==> src/rtl/seq_det_pkg.sv <==
// Shared helpers for the parametrised Moore sequence detector.
// Next-state values are folded to constants at elaboration time.
package seq_det_pkg;

  localparam int MAX_SEQ_LEN = 16;

  // Longest proper suffix of prefix_k that is also a pattern prefix.
  function automatic int seq_fail(
    input logic [MAX_SEQ_LEN-1:0] seq,
    input int                     len,
    input int                     k
  );
    int  best;
    bit  ok;
    best = 0;
    for (int m = 1; m < MAX_SEQ_LEN; m++) begin
      if (m < k) begin
        ok = 1'b1;
        for (int t = 0; t < MAX_SEQ_LEN; t++) begin
          if (t < m) begin
            if (seq[len-1-(k-m+t)] != seq[len-1-t]) ok = 1'b0;
          end
        end
        if (ok) best = m;
      end
    end
    return best;
  endfunction

  function automatic int seq_step(
    input logic [MAX_SEQ_LEN-1:0] seq,
    input int                     len,
    input int                     j,
    input logic                   b
  );
    int   best;
    int   i;
    bit   ok;
    logic sb;
    best = 0;
    if (j < len && b == seq[len-1-j]) return j + 1;
    for (int m = 1; m <= MAX_SEQ_LEN; m++) begin
      if (m <= j) begin
        ok = 1'b1;
        for (int t = 0; t < MAX_SEQ_LEN; t++) begin
          if (t < m) begin
            i  = j + 1 - m + t;
            sb = (i < j) ? seq[len-1-i] : b;
            if (sb != seq[len-1-t]) ok = 1'b0;
          end
        end
        if (ok) best = m;
      end
    end
    return best;
  endfunction

  function automatic int seq_next(
    input logic [MAX_SEQ_LEN-1:0] seq,
    input int                     len,
    input int                     k,
    input logic                   din_b,
    input bit                     overlap
  );
    int j;
    if (k == len) j = overlap ? seq_fail(seq, len, len) : 0;
    else if (k > len) j = 0;
    else j = k;
    return seq_step(seq, len, j, din_b);
  endfunction

endpackage

==> src/rtl/seq_det_next_state.sv <==
// Combinational next-state lookup for the sequence detector.
// One constant per (state, bit) pair, selected by the live state.
module seq_det_next_state
  import seq_det_pkg::*;
#(
  parameter int                 SEQ_LEN = 3,
  parameter logic [SEQ_LEN-1:0] SEQ     = 3'b101,
  parameter int                 OVERLAP = 1,
  localparam int                SW      = $clog2(SEQ_LEN + 1)
) (
  input  logic [SW-1:0] ps,
  input  logic          din,
  output logic [SW-1:0] ps_nxt
);

  localparam int NS = 1 << SW;
  localparam logic [MAX_SEQ_LEN-1:0] SEQ_X = MAX_SEQ_LEN'(SEQ);
  localparam bit OVL = (OVERLAP != 0);

  logic [SW-1:0] nx0 [NS];
  logic [SW-1:0] nx1 [NS];

  for (genvar k = 0; k < NS; k++) begin : g_ns
    if (k <= SEQ_LEN) begin : g_v
      assign nx0[k] = SW'(seq_next(SEQ_X, SEQ_LEN, k, 1'b0, OVL));
      assign nx1[k] = SW'(seq_next(SEQ_X, SEQ_LEN, k, 1'b1, OVL));
    end else begin : g_u
      assign nx0[k] = '0;
      assign nx1[k] = '0;
    end
  end

  assign ps_nxt = din ? nx1[ps] : nx0[ps];

endmodule

==> src/rtl/moore_seq_detector_param.sv <==
// Parametrised Moore serial sequence detector with valid and clear.
// Define MOORE_SEQ_MATCH_CNT_EN to build the saturating match counter.
module moore_seq_detector_param
  import seq_det_pkg::*;
#(
  parameter int                 SEQ_LEN = 3,
  parameter logic [SEQ_LEN-1:0] SEQ     = 3'b101,
  parameter int                 OVERLAP = 1,
  parameter int                 CNT_W   = 8,
  localparam int                SW      = $clog2(SEQ_LEN + 1)
) (
  input  logic             clk,
  input  logic             rst,
  input  logic             clr,
  input  logic             din_vld,
  input  logic             din,
  output logic             y,
  output logic [SW-1:0]    ps_out,
  output logic [CNT_W-1:0] match_cnt
);

  if (SEQ_LEN < 2 || SEQ_LEN > MAX_SEQ_LEN) begin : g_bad_len
    $error("SEQ_LEN must be in 2..16");
  end
  if (CNT_W < 1 || CNT_W > 32) begin : g_bad_cnt
    $error("CNT_W must be in 1..32");
  end

  localparam logic [SW-1:0] S0    = '0;
  localparam logic [SW-1:0] S_DET = SW'(SEQ_LEN);

  logic [SW-1:0] ps;
  logic [SW-1:0] ps_nxt;

  seq_det_next_state #(
    .SEQ_LEN (SEQ_LEN),
    .SEQ     (SEQ),
    .OVERLAP (OVERLAP)
  ) u_ns (
    .ps     (ps),
    .din    (din),
    .ps_nxt (ps_nxt)
  );

  always_ff @(posedge clk or posedge rst) begin
    if (rst)          ps <= S0;
    else if (clr)     ps <= S0;
    else if (din_vld) ps <= ps_nxt;
  end

  assign y      = (ps == S_DET);
  assign ps_out = ps;

`ifdef MOORE_SEQ_MATCH_CNT_EN
  logic [CNT_W-1:0] cnt;

  always_ff @(posedge clk or posedge rst) begin
    if (rst) begin
      cnt <= '0;
    end else if (clr) begin
      cnt <= '0;
    end else if (din_vld && ps_nxt == S_DET && cnt != '1) begin
      cnt <= cnt + 1'b1;
    end
  end

  assign match_cnt = cnt;
`else
  assign match_cnt = '0;
`endif

endmodule

==> config.mk <==
export PLATFORM = sky130hd
export DESIGN_NAME = moore_seq_detector_param
export DESIGN_NICKNAME = d
export VERILOG_FILES = /design/src/rtl/seq_det_pkg.sv /design/src/rtl/seq_det_next_state.sv /design/src/rtl/moore_seq_detector_param.sv
export SDC_FILE = /design/constraint.sdc
export NUM_CORES = 1
export LEC_CHECK = 0
export BUFFER_PORTS_ARGS = -buffer_cell sky130_fd_sc_hd__buf_4
export CAP_MARGIN = 20
export CORE_AREA = 2 2 39 41
export DETAILED_ROUTE_END_ITERATION = 10
export DIE_AREA = 0 0 41 43
export GPL_TIMING_DRIVEN = 0
export PLACE_DENSITY = 0.41
export SETUP_SLACK_MARGIN = 0.1
export SLEW_MARGIN = 20
export SYNTH_ARGS = -nofsm -noshare
export SYNTH_HDL_FRONTEND = slang
export SYNTH_SLANG_ARGS = --single-unit
==> constraint.sdc <==
create_clock -name clk -period 1.2 [get_ports clk]
set_clock_uncertainty 0.2 [all_clocks]
set_input_delay 0.12 -clock clk [delete_from_list [all_inputs] [get_ports clk]]
set_output_delay 0.12 -clock clk [all_outputs]
set_load 0.01 [all_outputs]
==> results of run 1 <==
[worst max-delay path, stage by stage (launching register included)]
cell and delay, ns:
dfrtp_1 0.37, and2_4 0.16, buf_6 0.11
[per-layer routing]
metal	wire [um]	share of wire	vias to the layer above
met5	0	0	-
met4	0	0	0
met3	47	0.12	0
met2	206	0.51	9
met1	152	0.37	68
li1	-	-	94
[kinds of logic after synthesis]
logic type / after synthesis
other: 1
flip-flops: 2
multiplexers: 1
AND/OR/NAND/NOR: 4
AO/OA/AOI/OAI: 2
buffers and inverters: 10
[synth_stat cells (all sizes together)]
library cell,number,share of area
a21oi,1,0.030
and2,1,0.038
buf,8,0.36
conb,1,0.023
dfrtp,2,0.30
inv,2,0.045
mux2i,1,0.061
nand3b,1,0.045
nor2,1,0.023
nor2b,1,0.038
o21ai,1,0.030
[layout make-up]
type                            instances  area, um^2
Fill cell                             153        1007
Multi-Input combinational cell         15       80.08
Timing Repair Buffer                   14       136.4
Buffer                                  8       60.06
Inverter                                2       7.507
Tap cell                               16       20.02
Clock buffer                            3       22.52
Sequential cell                         2       50.05
[worst min path at each step]
stage / startpoint / end / slack (ns) / depth (start not counted)
2_1_floorplan: rst / ps_out[0] / -0.34 / 1
3_3_place_gp: rst / ps_out[1] / -0.21 / 2
3_5_place_dp: rst / ps_out[0] / -0.22 / 2
4_1_cts: din_vld / ps_out[1] / 0.03 / 4
5_1_grt: rst / ps_out[0] / 0.11 / 3
6_report: din_vld / ps_out[1] / 0.07 / 4
[through the flow]
step / hold slack (ns) / std cells
2_1_floorplan: -0.3388 / 27
3_3_place_gp: -0.2143 / 50
3_5_place_dp: -0.2155 / 50
4_1_cts: 0.03420 / 60
5_1_grt: 0.1052 / 60
6_report: 0.07165 / 60
[power by group through the flow]
stage / sequential, mW / combinational (mW) / clock (mW)
after floorplan: 0.0750 / 0.0382 / 0
after global placement: 0.0744 / 0.0572 / 0
after detailed placement: 0.0742 / 0.0569 / 0
after CTS: 0.0728 / 0.0799 / 0.159
after global routing: 0.0732 / 0.0909 / 0.168
final: 0.0729 / 0.0823 / 0.148
[repair_timing]
action / CTS / global route
hold endpoints to repair: 4 / 0
pin swaps: 2 / 2
gates resized for setup: 6 / 2
endpoints found under the setup margin: 2 / 5
setup buffers: 3 / 0
hold buffers: 4 / 0
==> summary.md, run 1 <==
| Metric | Value |
|---|---|
| Pwr Density | ~800 nW/um^2 |
| Most common cell after layout, fill and taps aside | buf_4 |
| P_sw | ~0.07 mW |
| Final design area excluding fillers | ~380 um^2 |
| Post-synthesis simple-gate area fraction | 0.1439 |
| Die W | a little over 40 um |
| Adder-cell share of the synthesized area | 0 |
| Clock sink total | 2 |
| Post-layout util | 0.2722 |
| Site Rows | 14 |
| H-tree depth | 1 |
| Final worst-path cycle share | 0.9905 |
| CP arrival | just under 0.9 ns |
| Die Ht | 43 um |
| # nets final | roughly 50 |
| Clk Tree Root Cell | clkbuf_4 |
| HPWL after DPL | 260.5 um |
| FF-to-FF path depth | 4 |
| Total Power | roughly 0.30 mW |
| Setup TNS | 0 ns |
| Mean post-synth cell area | between 8 and 9 um^2 |
| First-pass GRT wire length | slightly above 600 um |
| Fin worst setup slack | 0.01139 ns |
| TritonCTS clock tree | yes |
| Yosys reg bits | 2 |
| Post-Synth XOR/XNOR Area | 0 |
| Hold Vio Cnt, Final | 0 |
| Tightest Hold Check Type | input port to flop |
| R2r setup slk | 0.10 ns |
| CTS clk-pin slew, worst paths | 0.03 ns |
| Worst setup path start | ps_out[1] |
| Sw frac | 0.2318 |
| Die area | about 1800 um^2 |
| Multiplexer share of the synthesized area | 0.06061 |
| Skew-Pair Late Insertion Delay | 0.22 ns |
| Status | complete, no violations |
| Largest net degree at the start of global routing | 4 |
| Compound-Gate Fraction of Synth Area | 0.06061 |
| First DRT Iteration DRCs | 0 |
| Port bufs | 7 |
| Main combinational cell family by area after synthesis | buffers and inverters |
| N_diodes | 0 |
| GRT Overall Usage | 0.05717 |
| Worst vdd ir | approximately 0.23 mV |
| Layout cells sized above 1 | 0.5227 |
| Initial DRT Pass Iterations | 1 |
| RSZ-0062 raised after global routing | true |
| Grt met2 use | 0.08438 |
| GR Util met3 | 0.03141 |
| Max Fclk | around 840 MHz |
| Vias in the first global route | between 150 and 200 |
| IO Pins | 16 |
| Initial Utilization | 0.1193 |
| Drt wl/cell | about 6.8 um |
| Dpl cell area | between 200 and 300 um^2 |
| Routed Antenna Nets | 0 |
| Final setup fails | 0 |
| Gr ovfl total | 0 |
| Slew Limit Fails | 0 |
| Initial antenna violation count | 0 |
| Mapped Cells | 20 |
| Clock group share of total power | 0.488 |
| Lkg Pwr | 0.2193 nW |
| Worst EP required | between 0.8 and 0.9 ns |
| Reg-to-Reg Start | ps_out[0] |
| Synth Warn # | 0 |
| Maxcap violations | 0 |
| Netlist cell types | 11 |
| Layout area overhead | 128.0% |
| Commonest cells after routing, fill and taps aside | buf_4, conb_1, buf_6 |
| Met1 Track Usage GR | 0.03846 |
| Pint | ~0.23 mW |
| Sequential area share after synthesis | 0.3030 |
| CTS Buffer Depth | 2 |
| Place WS | ~0.16 ns |
| Total CTS buffers | 3 |
| Crit path capture type | primary output |
| Critical path class | flop to primary output |
| Syn Std Cell Area | 165.2 um^2 |
| Final min period | around 1.2 ns |
| Combinational group share of total power | 0.271 |
| Post-route DRC | 0 |
| Busiest grt layer | met2 |
| DR vias/cell | approximately 2.9 |
| Part of the power in registers | 0.240 |
| Max reg flops | 2 |
| Core footprint | 1384 um^2 |
| End of the critical path | y |
| Final wirelength | around 400 um |
| Crit-path max FO | 3 |
| Vias | roughly 170 |
| Critical path launch point type | flop |
| R2R Path End | ps_out[1] |
| GP Congestion | slightly below 0.6 |
Note: power is estimated with default switching activity, not from simulation.
==> inputs of run 2 (changes only) <==
- RECOVER_POWER: default -> 25
==> run 2 against run 1 <==
Register-to-register slack barely moved. Critical path type unchanged. Worst hold slack barely moved. Via count did not move. Setup slack barely moved. Utilization did not move. Total power barely moved. Count of clock-buffer cells in the layout did not move. First-iteration DRC count did not move. Sequential cell count did not move.
==> summary.md, run 2 (same netlist as run 1, synthesis figures left out) <==
| Metric | Value |
|---|---|
| Status | complete, no violations (unchanged) |
| H-tree depth | 1 (unchanged) |
| Vias in the first global route | 174 (unchanged) |
| Die area | 1763 um^2 (unchanged) |
| DR vias/cell | 2.850 (unchanged) |
| Pwr Density | 804.1 nW/um^2 (was 804.7 nW/um^2) |
| Worst setup path start | ps_out[1] (unchanged) |
| GP Congestion | 0.5771 (unchanged) |
| Tightest Hold Check Type | input port to flop (unchanged) |
| Die W | 41 um (unchanged) |
| CTS clk-pin slew, worst paths | 0.03 ns (about the same) |
| HPWL after DPL | 260.5 um (unchanged) |
| CTS Buffer Depth | 2 (unchanged) |
| GRT Overall Usage | 0.05717 (unchanged) |
| Gr ovfl total | 0 (unchanged) |
| Initial Utilization | 0.1193 (unchanged) |
| Final setup fails | 0 (unchanged) |
| Dpl cells | 50 (unchanged) |
| IO Pins | 16 (unchanged) |
| Routed Antenna Nets | 0 (unchanged) |
| Port bufs | 7 (unchanged) |
| Drt wl/cell | 6.767 um (unchanged) |
| Largest net degree at the start of global routing | 4 (unchanged) |
| RSZ-0062 raised after global routing | true (unchanged) |
| Fin worst setup slack | 0.01139 ns (about the same) |
| CP cell instances | and2_4 > buf_6 (unchanged) |
| Critical path class | flop to primary output (unchanged) |
| Post-route DRC | 0 (unchanged) |
| R2R Path End | ps_out[1] (unchanged) |
| Crit path capture type | primary output (unchanged) |
| Most common cell after layout, fill and taps aside | buf_4 (unchanged) |
| Clk Tree Root Cell | clkbuf_4 (unchanged) |
| Skew-Pair Late Insertion Delay | 0.22 ns (about the same) |
| First DRT Iteration DRCs | 0 (unchanged) |
| Commonest cells after routing, fill and taps aside | buf_4, conb_1, buf_6 (unchanged) |
| Filler cell count | 153 (unchanged) |
| Total Power | 0.3028 mW (was 0.3031 mW) |
| End of the critical path | y (unchanged) |
| N_diodes | 0 (unchanged) |
| Die Ht | 43 um (unchanged) |
| Max Fclk | 841.3 MHz (about the same) |
| Clock sink total | 2 (unchanged) |
| Final min period | 1.189 ns (about the same) |
| Post-layout util | 0.2722 (unchanged) |
| Crit-path max FO | 3 (unchanged) |
| TritonCTS clock tree | yes (unchanged) |
| Slew Limit Fails | 0 (unchanged) |
| Site Rows | 14 (unchanged) |
| Slowest stage delay, CP | 0.37 ns (about the same) |
| # nets final | 51 (unchanged) |
| Final worst-path cycle share | 0.9905 (about the same) |
| Max reg flops | 2 (unchanged) |
| Worst EP required | 0.88 ns (about the same) |
| Worst vdd ir | 0.2293 mV (about the same) |
| Layout area overhead | 128.0% (unchanged) |
| Vias | 171 (unchanged) |
| Reg-to-Reg Start | ps_out[0] (unchanged) |
| Core footprint | 1384 um^2 (unchanged) |
| Final wirelength | 406 um (unchanged) |
| R2r setup slk | 0.10 ns (about the same) |
| Maxcap violations | 0 (unchanged) |
| First-pass GRT wire length | 607 um (unchanged) |
| Final non-filler cell total | 60 (unchanged) |
| Initial DRT Pass Iterations | 1 (unchanged) |
| Lkg Pwr | 0.2191 nW (was 0.2193 nW) |
| Critical path launch point type | flop (unchanged) |
| Slowest-stage cell, CP | dfrtp_1 (unchanged) |
| Layout cells sized above 1 | 0.5227 (unchanged) |
| Hold Vio Cnt, Final | 0 (unchanged) |
| FF-to-FF path depth | 4 (unchanged) |
| Place WS | 0.1638 ns (unchanged) |
| CP arrival | 0.87 ns (about the same) |
| Initial antenna violation count | 0 (unchanged) |
| Worst Hold Margin | 0.07165 ns (about the same) |
| Total CTS buffers | 3 (unchanged) |
-- run 2: cell types whose count changed in the layout (fill, tap and decap cells not counted) --
cell	change
buf_4	-1
clkbuf_4	+1
-- run 2: metal layers --
| layer | up-vias | GRT usage | share of wire |
|---|---|---|---|
| li1 | 94 | - | - |
| met5 | - | 0 | 0 |
| met1 | 68 | 0.03846 | 0.37 |
| met3 | 0 | 0.03141 | 0.12 |
| met2 | 9 | 0.08438 | 0.51 |
| met4 | 0 | 0.08000 | 0 |
-- run 2: report_power, final --
part	switching (mW)	internal, mW	leakage (nW)
sequential	0.00219	0.0707	0.0271
clock	0.0377	0.110	0.0138
combinational	0.0303	0.0517	0.178
total	0.0702	0.233	0.219
-- run 2: critical path, delay by kind of cell, from the launching register on --
kind / cells / cell delay (ns)
buffers and inverters: 1 / 0.11
DFF: 1 / 0.37
and+or+nand+nor: 1 / 0.16
-- run 2: worst min path at each step --
stage	from	end	slack [ns]	cells after the start
after global placement	rst	ps_out[1]	-0.21	2
after floorplan	rst	ps_out[0]	-0.34	1
after detailed placement	rst	ps_out[0]	-0.22	2
after CTS	din_vld	ps_out[1]	0.03	4
final	din_vld	ps_out[1]	0.07	4
after global routing	rst	ps_out[0]	0.10	3
-- run 2: cell type report --
| class | instances | area (um^2) | share of cell area |
|---|---|---|---|
| plain buffers | 8 | 60.06 | 0.1595 |
| clock buffers | 3 | 22.52 | 0.05980 |
| inverters | 2 | 7.507 | 0.01993 |
| multi-input cells | 15 | 80.08 | 0.2126 |
| flip-flops and latches | 2 | 50.05 | 0.1329 |
| well taps | 16 | 20.02 | 0.05316 |
| repair buffers | 14 | 136.4 | 0.3621 |
-- run 2: per-stage QoR --
step | area (um^2) | TNS [ns]
detailed placement | 264.0 | 0
global route | 376.6 | -0.03704
CTS | 370.4 | -0.004102
global placement | 264.0 | 0
floorplan | 191.4 | 0
finish | 376.6 | 0
-- run 2: repair_timing --
| action | in CTS | in global routing |
|---|---|---|
| hold buffers | 4 | 0 |
| buffers inserted | 3 | 0 |
| gates cloned | 0 | 0 |
| endpoints found under the setup margin | 2 | 5 |
| pin swaps | 2 | 2 |
| hold endpoints to repair | 4 | 0 |
| gates resized for setup | 6 | 2 |
